### config.mk
export PLATFORM = sky130hd
export DESIGN_NAME = multicycle_control_unit
export DESIGN_NICKNAME = d
export VERILOG_FILES = /design/src/rtl/cpu_ctrl_pkg.sv /design/src/rtl/ctrl_opcode_decoder.sv /design/src/rtl/multicycle_control_unit.sv
export SDC_FILE = /design/constraint.sdc
export NUM_CORES = 1
export LEC_CHECK = 0
export ABC_AREA = 1
export CAP_MARGIN = 20
export CELL_PAD_IN_SITES_DETAIL_PLACEMENT = 2
export CELL_PAD_IN_SITES_GLOBAL_PLACEMENT = 2
export CORE_AREA = 2 2 89 91
export DETAILED_ROUTE_END_ITERATION = 8
export DIE_AREA = 0 0 91 93
export GPL_ROUTABILITY_DRIVEN = 0
export PLACE_DENSITY = 0.71
export REMOVE_ABC_BUFFERS = 1
export SLEW_MARGIN = 5
export SYNTH_ARGS = -nofsm -noshare
export SYNTH_HDL_FRONTEND = slang
export SYNTH_SLANG_ARGS = --single-unit
### constraint.sdc
create_clock -name Clk -period 1.51 [get_ports Clk]
set_input_delay 0.453 -clock Clk [delete_from_list [all_inputs] [get_ports Clk]]
set_output_delay 0.453 -clock Clk [all_outputs]
set_load 0.005 [all_outputs]
### src/rtl/cpu_ctrl_pkg.sv
// Shared types and constants for the multi-cycle CPU control unit.
package cpu_ctrl_pkg;

  typedef enum logic [2:0] {
    ST_IDLE   = 3'd0,
    ST_FETCH  = 3'd1,
    ST_DECODE = 3'd2,
    ST_EXEC   = 3'd3,
    ST_MEM    = 3'd4,
    ST_WB     = 3'd5,
    ST_HALT   = 3'd6
  } state_t;

  localparam logic [2:0] OP_NOP   = 3'b000;
  localparam logic [2:0] OP_ADD   = 3'b001;
  localparam logic [2:0] OP_SUB   = 3'b010;
  localparam logic [2:0] OP_AND   = 3'b011;
  localparam logic [2:0] OP_OR    = 3'b100;
  localparam logic [2:0] OP_LOAD  = 3'b101;
  localparam logic [2:0] OP_STORE = 3'b110;
  localparam logic [2:0] OP_HALT  = 3'b111;

  // ALU op codes match the low opcode bits; PASS forwards the address/data path.
  localparam logic [2:0] ALU_PASS = 3'b000;

endpackage

### src/rtl/ctrl_opcode_decoder.sv
// Combinational opcode classifier. Flags are mutually exclusive; any nonzero
// bit above [2:0] makes the opcode illegal and suppresses every other flag.
module ctrl_opcode_decoder
  import cpu_ctrl_pkg::*;
#(
  parameter int unsigned OPCODE_W = 3
) (
  input  logic [OPCODE_W-1:0] opcode_i,
  output logic                is_nop_o,
  output logic                is_alu_o,
  output logic                is_load_o,
  output logic                is_store_o,
  output logic                is_halt_o,
  output logic                is_illegal_o
);

  logic       upper_nz;
  logic [2:0] base;

  generate
    if (OPCODE_W > 3) begin : g_wide
      assign upper_nz = |opcode_i[OPCODE_W-1:3];
    end else begin : g_narrow
      assign upper_nz = 1'b0;
    end
  endgenerate

  assign base = opcode_i[2:0];

  // Classify the opcode; legal classes only when the upper bits are clear
  always_comb begin
    is_nop_o     = 1'b0;
    is_alu_o     = 1'b0;
    is_load_o    = 1'b0;
    is_store_o   = 1'b0;
    is_halt_o    = 1'b0;
    is_illegal_o = upper_nz;
    if (!upper_nz) begin
      case (base)
        OP_NOP:                     is_nop_o   = 1'b1;
        OP_ADD, OP_SUB,
        OP_AND, OP_OR:              is_alu_o   = 1'b1;
        OP_LOAD:                    is_load_o  = 1'b1;
        OP_STORE:                   is_store_o = 1'b1;
        OP_HALT:                    is_halt_o  = 1'b1;
        default:                    is_nop_o   = 1'b0;
      endcase
    end
  end

endmodule

### src/rtl/multicycle_control_unit.sv
// Multi-cycle control FSM for the 8-bit CPU: sequences fetch, decode, execute,
// memory and writeback, with memory timeout and illegal-opcode detection.
//
//  state  | meaning
//  -------+-----------------------------------------------------------
//  IDLE   | parked, waiting for En
//  FETCH  | Instr_ready high, waiting for Instr_valid (En=0 parks)
//  DECODE | classify latched opcode; NOP/illegal retire here
//  EXEC   | ALU op driven for one cycle
//  MEM    | Mem_req held until Mem_ready or timeout; STORE retires here
//  WB     | register write strobe; ALU/LOAD retire here
//  HALT   | terminal until Reset (HALT opcode or memory timeout)
module multicycle_control_unit
  import cpu_ctrl_pkg::*;
#(
  parameter int unsigned OPCODE_W    = 3,
  parameter int unsigned ALU_OP_W    = 3,
  parameter int unsigned MEM_TIMEOUT = 16,
  parameter int unsigned CNT_W       = 16
) (
  input  logic                Clk,
  input  logic                Reset,
  input  logic                En,
  input  logic                Instr_valid,
  input  logic [OPCODE_W-1:0] Opcode,
  input  logic                Mem_ready,
  output logic                Instr_ready,
  output logic                Mem_req,
  output logic                En_write_reg,
  output logic                En_write_mem,
  output logic [ALU_OP_W-1:0] ALU_OP,
  output logic                Pc_inc,
  output logic                Busy,
  output logic                Halted,
  output logic                Err_illegal,
  output logic                Err_timeout,
  output logic [CNT_W-1:0]    Instr_count
);

  localparam int unsigned      TO_W    = $clog2(MEM_TIMEOUT);
  localparam logic [TO_W-1:0]  TO_LAST = TO_W'(MEM_TIMEOUT - 1);

  state_t              state_q,  state_d;
  logic [OPCODE_W-1:0] opcode_q, opcode_d;
  logic [TO_W-1:0]     tcnt_q,   tcnt_d;
  logic [CNT_W-1:0]    icnt_q,   icnt_d;
  logic                err_to_q, err_to_d;

  logic is_nop, is_alu, is_load, is_store, is_halt, is_illegal;
  logic retire;

  ctrl_opcode_decoder #(
    .OPCODE_W (OPCODE_W)
  ) u_dec (
    .opcode_i     (opcode_q),
    .is_nop_o     (is_nop),
    .is_alu_o     (is_alu),
    .is_load_o    (is_load),
    .is_store_o   (is_store),
    .is_halt_o    (is_halt),
    .is_illegal_o (is_illegal)
  );

  // State, latched opcode, timeout counter, retire counter and sticky error
  always_ff @(posedge Clk or negedge Reset) begin
    if (!Reset) begin
      state_q  <= ST_IDLE;
      opcode_q <= '0;
      tcnt_q   <= '0;
      icnt_q   <= '0;
      err_to_q <= 1'b0;
    end else begin
      state_q  <= state_d;
      opcode_q <= opcode_d;
      tcnt_q   <= tcnt_d;
      icnt_q   <= icnt_d;
      err_to_q <= err_to_d;
    end
  end

  // Next-state logic, opcode capture and memory timeout tracking
  always_comb begin
    state_d  = state_q;
    opcode_d = opcode_q;
    tcnt_d   = tcnt_q;
    err_to_d = err_to_q;
    case (state_q)
      ST_IDLE: begin
        if (En) state_d = ST_FETCH;
      end
      ST_FETCH: begin
        if (!En) begin
          state_d = ST_IDLE;
        end else if (Instr_valid) begin
          opcode_d = Opcode;
          state_d  = ST_DECODE;
        end
      end
      ST_DECODE: begin
        if (is_alu) begin
          state_d = ST_EXEC;
        end else if (is_load || is_store) begin
          state_d = ST_MEM;
          tcnt_d  = '0;
        end else if (is_halt) begin
          state_d = ST_HALT;
        end else begin
          state_d = ST_FETCH;
        end
      end
      ST_EXEC: state_d = ST_WB;
      ST_MEM: begin
        // A ready on the final allowed cycle takes precedence over the timeout.
        if (Mem_ready) begin
          state_d = is_store ? ST_FETCH : ST_WB;
        end else if (tcnt_q == TO_LAST) begin
          err_to_d = 1'b1;
          state_d  = ST_HALT;
        end else begin
          tcnt_d = tcnt_q + 1'b1;
        end
      end
      ST_WB:   state_d = ST_FETCH;
      ST_HALT: state_d = ST_HALT;
      default: state_d = ST_IDLE;
    endcase
  end

  // Retire detection and the saturating retired-instruction counter.
  // A STORE retires on the cycle memory acknowledges, so Pc_inc in MEM is
  // the one output qualified by an input (Mem_ready).
  always_comb begin
    retire = 1'b0;
    case (state_q)
      ST_DECODE: retire = is_nop || is_illegal;
      ST_MEM:    retire = is_store && Mem_ready;
      ST_WB:     retire = 1'b1;
      default:   retire = 1'b0;
    endcase
    icnt_d = icnt_q;
    if (retire && (icnt_q != '1)) icnt_d = icnt_q + 1'b1;
  end

  // Output decode from registered state and latched opcode
  always_comb begin
    Instr_ready  = 1'b0;
    Mem_req      = 1'b0;
    En_write_reg = 1'b0;
    En_write_mem = 1'b0;
    ALU_OP       = ALU_OP_W'(ALU_PASS);
    Busy         = 1'b1;
    Halted       = 1'b0;
    Err_illegal  = 1'b0;
    case (state_q)
      ST_IDLE:   Busy = 1'b0;
      ST_FETCH:  Instr_ready = 1'b1;
      ST_DECODE: Err_illegal = is_illegal;
      ST_EXEC:   ALU_OP = ALU_OP_W'(opcode_q[2:0]);
      ST_MEM: begin
        Mem_req      = 1'b1;
        En_write_mem = is_store;
      end
      ST_WB: begin
        En_write_reg = 1'b1;
        if (is_alu) ALU_OP = ALU_OP_W'(opcode_q[2:0]);
      end
      ST_HALT: begin
        Busy   = 1'b0;
        Halted = 1'b1;
      end
      default: Busy = 1'b0;
    endcase
    Pc_inc      = retire;
    Err_timeout = err_to_q;
    Instr_count = icnt_q;
  end

endmodule

==> flow_summary.rst <==
.. list-table::
   :header-rows: 1

   * - Metric
     - Value
   * - DRC violation count after routing
     - 0
   * - Initial DRC Count
     - 71
   * - Start point of the worst hold path
     - Err_timeout$_DFFE_PN0P_
   * - Total wirelength of the detailed-routed design
     - 11.6 mm
   * - Hold buffer count at cts
     - 0
   * - Reg2reg start
     - opcode_q[0]$_DFFE_PN0P_
   * - Total of warnings raised by yosys
     - 0
   * - Max capacitance violation total
     - 0
   * - Vertical extent of the die
     - 93 µm
   * - Effective utilization at floorplan
     - 0.241
   * - Maximum fanout along the worst path
     - 4
   * - DIE WIDTH
     - 91 µm
   * - Synth top cells by count
     - sky130_fd_sc_hd__nand2_1, sky130_fd_sc_hd__nor2_1, sky130_fd_sc_hd__nand3_1
   * - Library cell with the largest summed area after synthesis
     - sky130_fd_sc_hd__dfrtp_1
   * - Share of final-layout standard cells stronger than drive strength 1
     - 0.510
   * - CP max stage delay
     - 0.41 ns
   * - Number of synthesized register bits
     - 27
   * - Number of enable flip-flop cells after synthesis
     - 0
   * - Leak Pwr
     - 1.82 nW
   * - Area growth from synthesis to final layout
     - 92.9%
   * - Latest clock arrival within the worst-skew pair
     - 0.30 ns
   * - First-pass GRT wire length
     - 15.7 mm
   * - PD cells
     - 1340 nW/µm²
   * - Beginning of the critical path
     - opcode_q[0]$_DFFE_PN0P_
   * - Worst reg2reg setup slack
     - -0.41 ns
   * - Number of placement rows
     - 32
   * - Depth of the worst register-to-register path
     - 12
   * - Clock Tree Root
     - sky130_fd_sc_hd__clkbuf_8
   * - Tmin final
     - 2.04 ns
   * - Data arrival time of the worst path
     - 1.58 ns
   * - Worst path most repeated cell
     - sky130_fd_sc_hd__buf_6
   * - Most frequent cell after synthesis
     - sky130_fd_sc_hd__nand2_1
   * - Run status
     - complete, but fails checks
   * - Unrepaired setup endpoints after global routing
     - true
   * - Number of placed I/O pins
     - 36
   * - Count of port buffers added during placement
     - 34
   * - Area share of the largest cell type after synthesis
     - 0.373
   * - Cell Area, Synth
     - 1810 µm²
   * - Final critical-path share of the clock period
     - 1.35
   * - Number of instances in the synthesized netlist
     - 264
   * - Core Area
     - 7530 µm²
   * - Leading cell types by total area after synthesis
     - sky130_fd_sc_hd__dfrtp_1, sky130_fd_sc_hd__nand2_1, sky130_fd_sc_hd__nand3_1
   * - Sort of element at the start of the critical path
     - flop
   * - Final Hold Viols
     - 0
   * - Worst voltage drop across the vdd grid
     - 0.607 mV
   * - Clock transition time at the flip-flop clock pins of the worst setup and hold paths
     - 0.10 ns
   * - Slowest cell on the critical path
     - sky130_fd_sc_hd__dfrtp_1
   * - Yosys cell types
     - 28
   * - Cells on Worst Hold Path
     - 1
   * - Worst setup slack before clock tree synthesis
     - -0.595 ns
   * - Tightest Hold Check Type
     - flop to flop
   * - Synth Flop Type
     - sky130_fd_sc_hd__dfrtp_1
   * - CP required
     - 1.06 ns
   * - Final slew viol count
     - 0
   * - Post-DP Area
     - 2640 µm²
   * - Summed area of non-filler cells in the final layout
     - 3490 µm²
   * - Antenna viol nets, final
     - 0
   * - Transition time at the pin with the least slew margin
     - 0.493 ns
   * - Aggregate negative setup slack
     - -11.65 ns
   * - R2r endpoint
     - Instr_count[6]$_DFFE_PN0P_
   * - Routed len/inst
     - 23.4 µm
   * - Die footprint
     - 8460 µm²
   * - Endpoint type of the worst setup path
     - output port
   * - DR vias
     - 2,459
   * - Max Clock Skew
     - 0.0108 ns
   * - Detailed-route vias per instance
     - 4.96
   * - Clock tree from TritonCTS
     - done
   * - Class of the most critical setup path
     - flop to output port
   * - Final WS setup
     - -0.528 ns
   * - Cells along the critical path
     - inv_2 > nand3_1 > nor2_4 > buf_6 > nand2_4 > nand3_4 > buf_6
   * - Fin util
     - 0.464
   * - Setup violation total in the final timing report
     - 37
   * - Number of CTS-inserted buffers
     - 3
   * - Seq/Total Area, Yosys
     - 0.373
   * - Maximum buffer depth of the clock tree
     - 2
   * - CTS H-tree lvls
     - 1
   * - Final layout net count
     - 405
   * - Headroom to the max-slew limit
     - 0.669
   * - Failing checks
     - negative setup slack
   * - Global-route congestion overflow total
     - 0
   * - Antenna Diode Count
     - 0
   * - Synthesized area per cell
     - 6.86 µm²
   * - Number of antenna violations at the first check in global routing
     - 0
   * - Number of global-route vias before repair
     - 2,690
   * - Pin count of the biggest net entering global routing
     - 28
   * - FFs w/ async S/R, synth
     - 1.00
   * - Iteration count of the initial detailed-routing pass
     - 4
   * - Placed wire-length estimate
     - 5.02 mm
   * - Peak Freq
     - 491 MHz
   * - Capture endpoint of the worst hold path
     - Err_timeout$_DFFE_PN0P_
   * - Total track usage
     - 0.241
   * - Count of clock tree sinks
     - 27
flip-flops by register name, summed over array words and instances, names as in the netlist:
| register | count |
|---|---|
| Err_timeout | 1 |
| Instr_count | 16 |
| tcnt_q | 4 |
| state_q | 3 |
| opcode_q | 3 |
worst max-delay path: cells and delay by family, from the launching register on:
family | cells | cell delay, ns
flops | 1 | 0.41
buf+inv | 3 | 0.33
simple gates | 4 | 0.53
final cells by class:
type / count / area, µm²
clock buffer: 4 / 45.0
fill: 867 / 4030
inverter: 27 / 111
multi-input combinational: 206 / 1380
sequential: 27 / 681
tap: 102 / 128
timing repair buffer: 130 / 1150
through the flow:
step	power [mW]	hold WS, ns	cells
CTS	3.99	0.499	490
floorplan	1.68	0.157	259
global route	4.87	0.517	496
global placement	2.57	0.467	445
finish	4.68	0.491	496
detailed placement	2.66	0.472	445
cell families after synthesis:
kind of cell | after synthesis | synth area share
fa+ha+maj | 2 | 0.0138
simple gates | 179 | 0.452
buf+inv | 32 | 0.0794
flops | 27 | 0.373
other cells | 1 | 0.00207
xor+xnor | 6 | 0.0290
compound gates | 17 | 0.0511
where the power goes:
group	leakage (nW)	switching [mW]	internal, mW	total (mW)
sequential	0.352	0.169	0.865	1.03
combinational	1.44	1.66	1.51	3.17
clock	0.0228	0.284	0.191	0.476
total	1.82	2.12	2.56	4.68
placed cells by master, fill, tap and decap left out, types with 2 or more instances in the layout:
master,instances
sky130_fd_sc_hd__o21ai_0,4
sky130_fd_sc_hd__dfrtp_2,4
sky130_fd_sc_hd__buf_2,5
sky130_fd_sc_hd__buf_4,73
sky130_fd_sc_hd__clkdlybuf4s50_1,6
sky130_fd_sc_hd__nand2_4,12
sky130_fd_sc_hd__inv_2,5
sky130_fd_sc_hd__inv_4,4
sky130_fd_sc_hd__buf_12,5
sky130_fd_sc_hd__clkbuf_2,3
sky130_fd_sc_hd__or2_2,2
sky130_fd_sc_hd__nand3_2,3
sky130_fd_sc_hd__buf_6,19
sky130_fd_sc_hd__inv_1,18
sky130_fd_sc_hd__nor2_4,11
sky130_fd_sc_hd__dfrtp_1,23
sky130_fd_sc_hd__dlygate4sd2_1,16
sky130_fd_sc_hd__nor2_2,6
sky130_fd_sc_hd__nand3_1,21
sky130_fd_sc_hd__nand3b_1,4
sky130_fd_sc_hd__nand2_1,61
sky130_fd_sc_hd__nand4_1,4
sky130_fd_sc_hd__o21ai_1,2
sky130_fd_sc_hd__nor2_1,19
sky130_fd_sc_hd__nand2_2,26
sky130_fd_sc_hd__a21oi_2,3
sky130_fd_sc_hd__a21oi_1,3
sky130_fd_sc_hd__nand2_8,3
sky130_fd_sc_hd__nand3_4,5
sky130_fd_sc_hd__clkbuf_8,3
sky130_fd_sc_hd__xor2_1,6
metal layers:
layer | up-vias | GRT usage | wire, µm
li1 | 1099 | - | -
met1 | 1281 | 0.307 | 5160
met2 | 65 | 0.435 | 5880
met3 | 14 | 0.0161 | 335
met4 | 0 | 0.0783 | 240
met5 | - | 0 | 0
how the worst max path moves through the flow:
| stage | slack [ns] | end | depth (start not counted) |
|---|---|---|---|
| floorplan | 0.003 | ALU_OP[2] | 5 |
| global placement | -0.58 | Pc_inc | 4 |
| detailed placement | -0.60 | Pc_inc | 4 |
| CTS | -0.42 | Busy | 5 |
| global route | -0.56 | ALU_OP[2] | 6 |
| finish | -0.53 | Pc_inc | 7 |
repair_timing:
action                                  CTS  global route
gates cloned                              2             0
buffers inserted                         40            11
resized for setup                       126            72
pin swaps                                14            30
endpoints found under the setup margin   53            39
No activity file was read; power rests on OpenSTA's default activity.
